--- src/rtl/seq_branch_cmp.sv ---
// Multi-cycle MIPS branch comparator: scans operands MSB-first, SLICE bits per
// cycle, and reports equal / less / branch-condition with a start/busy/done handshake.
module seq_branch_cmp #(
    parameter int WIDTH = 32,
    parameter int SLICE = 8
) (
    input  logic             clk,
    input  logic             reset,
    input  logic             start,
    input  logic [2:0]       op,
    input  logic [WIDTH-1:0] d1,
    input  logic [WIDTH-1:0] d2,
    output logic             busy,
    output logic             done,
    output logic             result,
    output logic             equal,
    output logic             less
);

    localparam int NS    = WIDTH / SLICE;
    localparam int CNT_W = (NS > 1) ? $clog2(NS) : 1;
    localparam logic [CNT_W-1:0] CNT_LAST = CNT_W'(NS - 1);

    localparam logic [0:0] S_IDLE = 1'b0;
    localparam logic [0:0] S_RUN  = 1'b1;

    localparam logic [2:0] OP_EQ  = 3'b000;
    localparam logic [2:0] OP_NE  = 3'b001;
    localparam logic [2:0] OP_LT  = 3'b010;
    localparam logic [2:0] OP_LTU = 3'b011;
    localparam logic [2:0] OP_LEZ = 3'b100;
    localparam logic [2:0] OP_GTZ = 3'b101;
    localparam logic [2:0] OP_LTZ = 3'b110;
    localparam logic [2:0] OP_GEZ = 3'b111;

    function automatic logic [SLICE-1:0] slice_at(input logic [WIDTH-1:0] v,
                                                  input logic [CNT_W-1:0] idx);
        logic [WIDTH-1:0] sh;
        int unsigned      base;
        base = int'(idx) * SLICE;
        sh   = v >> base;
        return sh[SLICE-1:0];
    endfunction

    function automatic logic branch_result(input logic [2:0] o,
                                           input logic       eq,
                                           input logic       lt);
        logic r;
        case (o)
            OP_EQ:   r = eq;
            OP_NE:   r = !eq;
            OP_LT:   r = lt;
            OP_LTU:  r = lt;
            OP_LEZ:  r = lt | eq;
            OP_GTZ:  r = !(lt | eq);
            OP_LTZ:  r = lt;
            OP_GEZ:  r = !lt;
            default: r = 1'b0;
        endcase
        return r;
    endfunction

    logic [0:0]       state_q, state_d;
    logic [CNT_W-1:0] cnt_q, cnt_d;
    logic [2:0]       op_q, op_d;
    logic             eq_acc_q, eq_acc_d;
    logic             lt_acc_q, lt_acc_d;
    logic             done_q, done_d;
    logic             result_q, result_d;
    logic             equal_q, equal_d;
    logic             less_q, less_d;
    logic [WIDTH-1:0] a_q, a_d;
    logic [WIDTH-1:0] b_q, b_d;
    logic             load;
    logic [SLICE-1:0] sa, sb;

    // Flipping the sign bit maps two's-complement order onto unsigned order,
    // so the slice engine only ever needs an unsigned compare.
    always_comb begin
        a_d = d1;
        b_d = op[2] ? '0 : d2;
        if (op != OP_LTU) begin
            a_d[WIDTH-1] = ~a_d[WIDTH-1];
            b_d[WIDTH-1] = ~b_d[WIDTH-1];
        end
    end

    always_comb begin
        state_d  = state_q;
        cnt_d    = cnt_q;
        op_d     = op_q;
        eq_acc_d = eq_acc_q;
        lt_acc_d = lt_acc_q;
        done_d   = 1'b0;
        result_d = result_q;
        equal_d  = equal_q;
        less_d   = less_q;
        load     = 1'b0;
        sa       = slice_at(a_q, cnt_q);
        sb       = slice_at(b_q, cnt_q);
        case (state_q)
            S_IDLE: begin
                if (start) begin
                    load     = 1'b1;
                    op_d     = op;
                    cnt_d    = CNT_LAST;
                    eq_acc_d = 1'b1;
                    lt_acc_d = 1'b0;
                    state_d  = S_RUN;
                end
            end
            S_RUN: begin
                // The first differing slice from the top decides the order.
                if (eq_acc_q && (sa != sb)) begin
                    eq_acc_d = 1'b0;
                    lt_acc_d = (sa < sb);
                end
                if (cnt_q == '0) begin
                    state_d  = S_IDLE;
                    done_d   = 1'b1;
                    equal_d  = eq_acc_d;
                    less_d   = lt_acc_d;
                    result_d = branch_result(op_q, eq_acc_d, lt_acc_d);
                end else begin
                    cnt_d = cnt_q - 1'b1;
                end
            end
            default: state_d = S_IDLE;
        endcase
    end

    always_ff @(posedge clk or posedge reset) begin
        if (reset) begin
            state_q  <= S_IDLE;
            cnt_q    <= '0;
            op_q     <= OP_EQ;
            eq_acc_q <= 1'b0;
            lt_acc_q <= 1'b0;
            done_q   <= 1'b0;
            result_q <= 1'b0;
            equal_q  <= 1'b0;
            less_q   <= 1'b0;
        end else begin
            state_q  <= state_d;
            cnt_q    <= cnt_d;
            op_q     <= op_d;
            eq_acc_q <= eq_acc_d;
            lt_acc_q <= lt_acc_d;
            done_q   <= done_d;
            result_q <= result_d;
            equal_q  <= equal_d;
            less_q   <= less_d;
        end
    end

    // Operand registers are only read in RUN, after a load, so they need no reset.
    always_ff @(posedge clk) begin
        if (load) begin
            a_q <= a_d;
            b_q <= b_d;
        end
    end

    assign busy   = (state_q == S_RUN);
    assign done   = done_q;
    assign result = result_q;
    assign equal  = equal_q;
    assign less   = less_q;

endmodule

--- config.mk ---
export PLATFORM = sky130hd
export DESIGN_NAME = seq_branch_cmp
export DESIGN_NICKNAME = d
export VERILOG_FILES = /design/src/rtl/seq_branch_cmp.sv
export SDC_FILE = /design/constraint.sdc
export NUM_CORES = 1
export LEC_CHECK = 0
export ABC_AREA = 1
export BUFFER_PORTS_ARGS = -buffer_cell sky130_fd_sc_hd__buf_2
export CORE_ASPECT_RATIO = 0.5
export CORE_MARGIN = 4
export CORE_UTILIZATION = 40
export DETAILED_ROUTE_END_ITERATION = 16
export GPL_TIMING_DRIVEN = 0
export REMOVE_ABC_BUFFERS = 1
export SYNTH_ARGS = -nofsm -noshare
export SYNTH_HDL_FRONTEND = slang
export SYNTH_SLANG_ARGS = --single-unit
--- constraint.sdc ---
create_clock -name clk -period 3.3 [get_ports clk]
set_clock_uncertainty 0.1 [all_clocks]
set_input_delay 0.66 -clock clk [delete_from_list [all_inputs] [get_ports clk]]
set_output_delay 0.66 -clock clk [all_outputs]
set_load 0.05 [all_outputs]
==> metrics.md <==
| Metric | Value |
|---|---|
| Routability Congestion | 0.782 |
| Iteration-0 DRC Markers | 112 |
| Max Root-Sink Buffers | 2 |
| Sink Count | 76 |
| Vias per inst | 4.74 |
| Final Max Tran Viols | 0 |
| Synthesized netlist cell count | 323 |
| Final setup viols | 0 |
| Worst-margin pin slew | 0.755 ns |
| Place WS | -0.300 ns |
| Placed cell count | 498 |
| ANT cells | 0 |
| Total Routing Usage GR | 13.8% |
| Pin count of the biggest net entering global routing | 38 |
| Area growth syn-to-layout | 22.5% |
| Top post-synthesis cells by area | edfxtp_1 57%, dfrtp_1 8.8%, nand2_1 6.5% |
| Final Critical Period | 2.95 ns |
| Initial antenna violation count | 0 |
| RSZ-0062 raised after global routing | false |
| Non-Filler Instances | 513 |
| TNS Setup | 0 ns |
| Max H-tree Level | 3 |
| R2r startpoint | cnt_q[0] |
| Initial Utilization | 41.8% |
| DRC Markers | 0 |
| Die H | 73.1 µm |
| P per Cell Area | 867 nW/µm² |
| R2R cell count | 16 |
| Crit path arrival time | 3.06 ns |
| Yosys top cell area share | 56.6% |
| Worst Setup End Kind | flop |
| Rel. slew slack | 49.6% |
| Area after DPL | 3870 µm² |
| Root Driver | clkbuf_16 |
| Final core utilization | 51.2% |
| Core Region | 8120 µm² |
| Die W | 138 µm |
| Syn avg cell area | 10.5 µm² |
| Die area | 10100 µm² |
| Crit path max fanout | 35 |
| Final worst hold slack | 0.237 ns |
| Status | finished, final reports clean |
| Synthesized flop and latch total | 76 |
| CTS tree | yes |
| Hold Crit Class | input pin to async pin |
| Fmax | 339 MHz |
| MaxCap Viol Count | 0 |
| FF-to-FF End | result |
| CP Class | flop to flop |
| Post-Route WL | 6820 µm |
| Commonest non-fill, non-tap cell in the layout | buf_2 |
| ANT nets after route | 0 |
| P_leak | 1.85 nW |
| First-pass detailed-route iteration total | 4 |
| Cts hold-fix bufs | 0 |
| Worst vdd ir | 0.000416 V |
| Global-route wire length before repair | 10800 µm |
| Synth cell types | 21 |
| Nets | 476 |
| HPWL after detailed placement | 4590 µm |
| Cell Area, Synth | 3390 µm² |
| Final Worst Setup Slack | 0.354 ns |
| R2r setup slk | 0.35 ns |
| Worst EP required | 3.41 ns |
| Boundary Pins | 75 |
| Clk Latency, worst-skew pair | 0.32 ns |
| Per-cell routed wire length | 13.3 µm |
| Final hold violation count | 0 |
| Area leader, netlist | edfxtp_1 |
| Final instance area | 4160 µm² |
| TritonCTS Buffers | 9 |
| Tcrit/Tclk final | 89.3% |
| Overflow after GRT | 0 |
| Most used cells in the layout excluding fill and tap cells | 74 x buf_2, 64 x edfxtp_1, 59 x nand2_1 |
| Ys Warns | 0 |
| Vias in the first global route | 2311 |
| Row count | 23 |
| Clk slew on worst S/H paths | 0.05 ns |
| Sequential area share after synthesis | 65.5% |
| Worst setup SP type | flop |
| IO Port Bufs | 74 |
| Via Count | 2432 |
| Share of cells above drive strength 1 | 24.7% |
| Power Total | 3.61 mW |
==> flip-flops by register name, indices dropped and copies added (netlist names), 2 cells and up <==
name   flops
a_q       32
b_q       32
op_q       3
cnt_q      2
==> cells in the mapped netlist, drive strengths merged <==
library cell,count
a21oi,12
a22oi,1
a31oi,1
a32o,8
buf,6
clkbuf,6
dfrtp,12
edfxtp,64
ha,9
inv,48
nand2,64
nand3,6
nor2,54
o21ai,22
o22ai,8
xnor2,1
xor2,1
==> where the power goes <==
part | internal, mW | total (mW) | switching [mW] | leakage, nW
clock | 0.577 | 0.928 | 0.352 | 0.132
sequential | 1.28 | 1.43 | 0.154 | 0.750
combinational | 0.444 | 1.25 | 0.801 | 0.967
total | 2.30 | 3.61 | 1.31 | 1.85
==> worst max-delay path by stage <==
stage / slack [ns] / cells after the start / endpoint / from
final: 0.35 / 16 / result / cnt_q[0]
after global placement: -0.14 / 16 / result / cnt_q[0]
after floorplan: 0.57 / 7 / cnt_q[0] / busy
after CTS: 0.23 / 16 / result / cnt_q[0]
after global routing: 0.10 / 16 / result / cnt_q[0]
after detailed placement: -0.30 / 16 / result / cnt_q[0]
==> cells by family after synthesis <==
| family | Yosys count | synth area share (%) |
|---|---|---|
| buffers and inverters | 60 | 6.86 |
| DFF | 76 | 65.5 |
| AOI/OAI and AO/OA | 52 | 9.25 |
| and+or+nand+nor | 124 | 14.6 |
| adders and majority gates | 9 | 3.32 |
| xor gates and xnor gates | 2 | 0.516 |
==> final cells by class <==
| class | count | area (µm²) |
|---|---|---|
| clock inverters | 5 | 53.8 |
| repair buffers | 75 | 390 |
| clock buffers | 10 | 229 |
| flip-flops and latches | 76 | 2230 |
| well taps | 112 | 140 |
| inverters | 48 | 180 |
| multi-input cells | 187 | 940 |
| fillers | 753 | 3960 |
==> worst max-delay path, cell delays in order, from the launching register on <==
cell and delay (ns):
dfrtp_4 0.64, inv_2 0.51, nand2_1 0.12, a32o_1 0.26, ha_1 0.29, nand2_1 0.13, nor2_2 0.07, nand2_2 0.07
nand2_2 0.05, nor2_1 0.11, nand2_2 0.08, nand2_2 0.09, nand2_1 0.06, nand2_1 0.06, nand3_1 0.07, nand2_1 0.06
nand2_1 0.04
==> layer usage <==
layer,GRT usage (%),vias to the layer above,share of wire (%)
met2,22.8,67,48
met5,0,-,0
li1,-,1224,-
met4,4.60,0,0.92
met3,3.99,8,5.9
met1,17.7,1133,46
==> repair_timing <==
action	4_1_cts	5_1_grt
pin swaps	0	0
gates resized for setup	1	1
setup buffers	0	0
endpoints found under the setup margin	4	1
No activity file was read; power rests on OpenSTA's default activity.
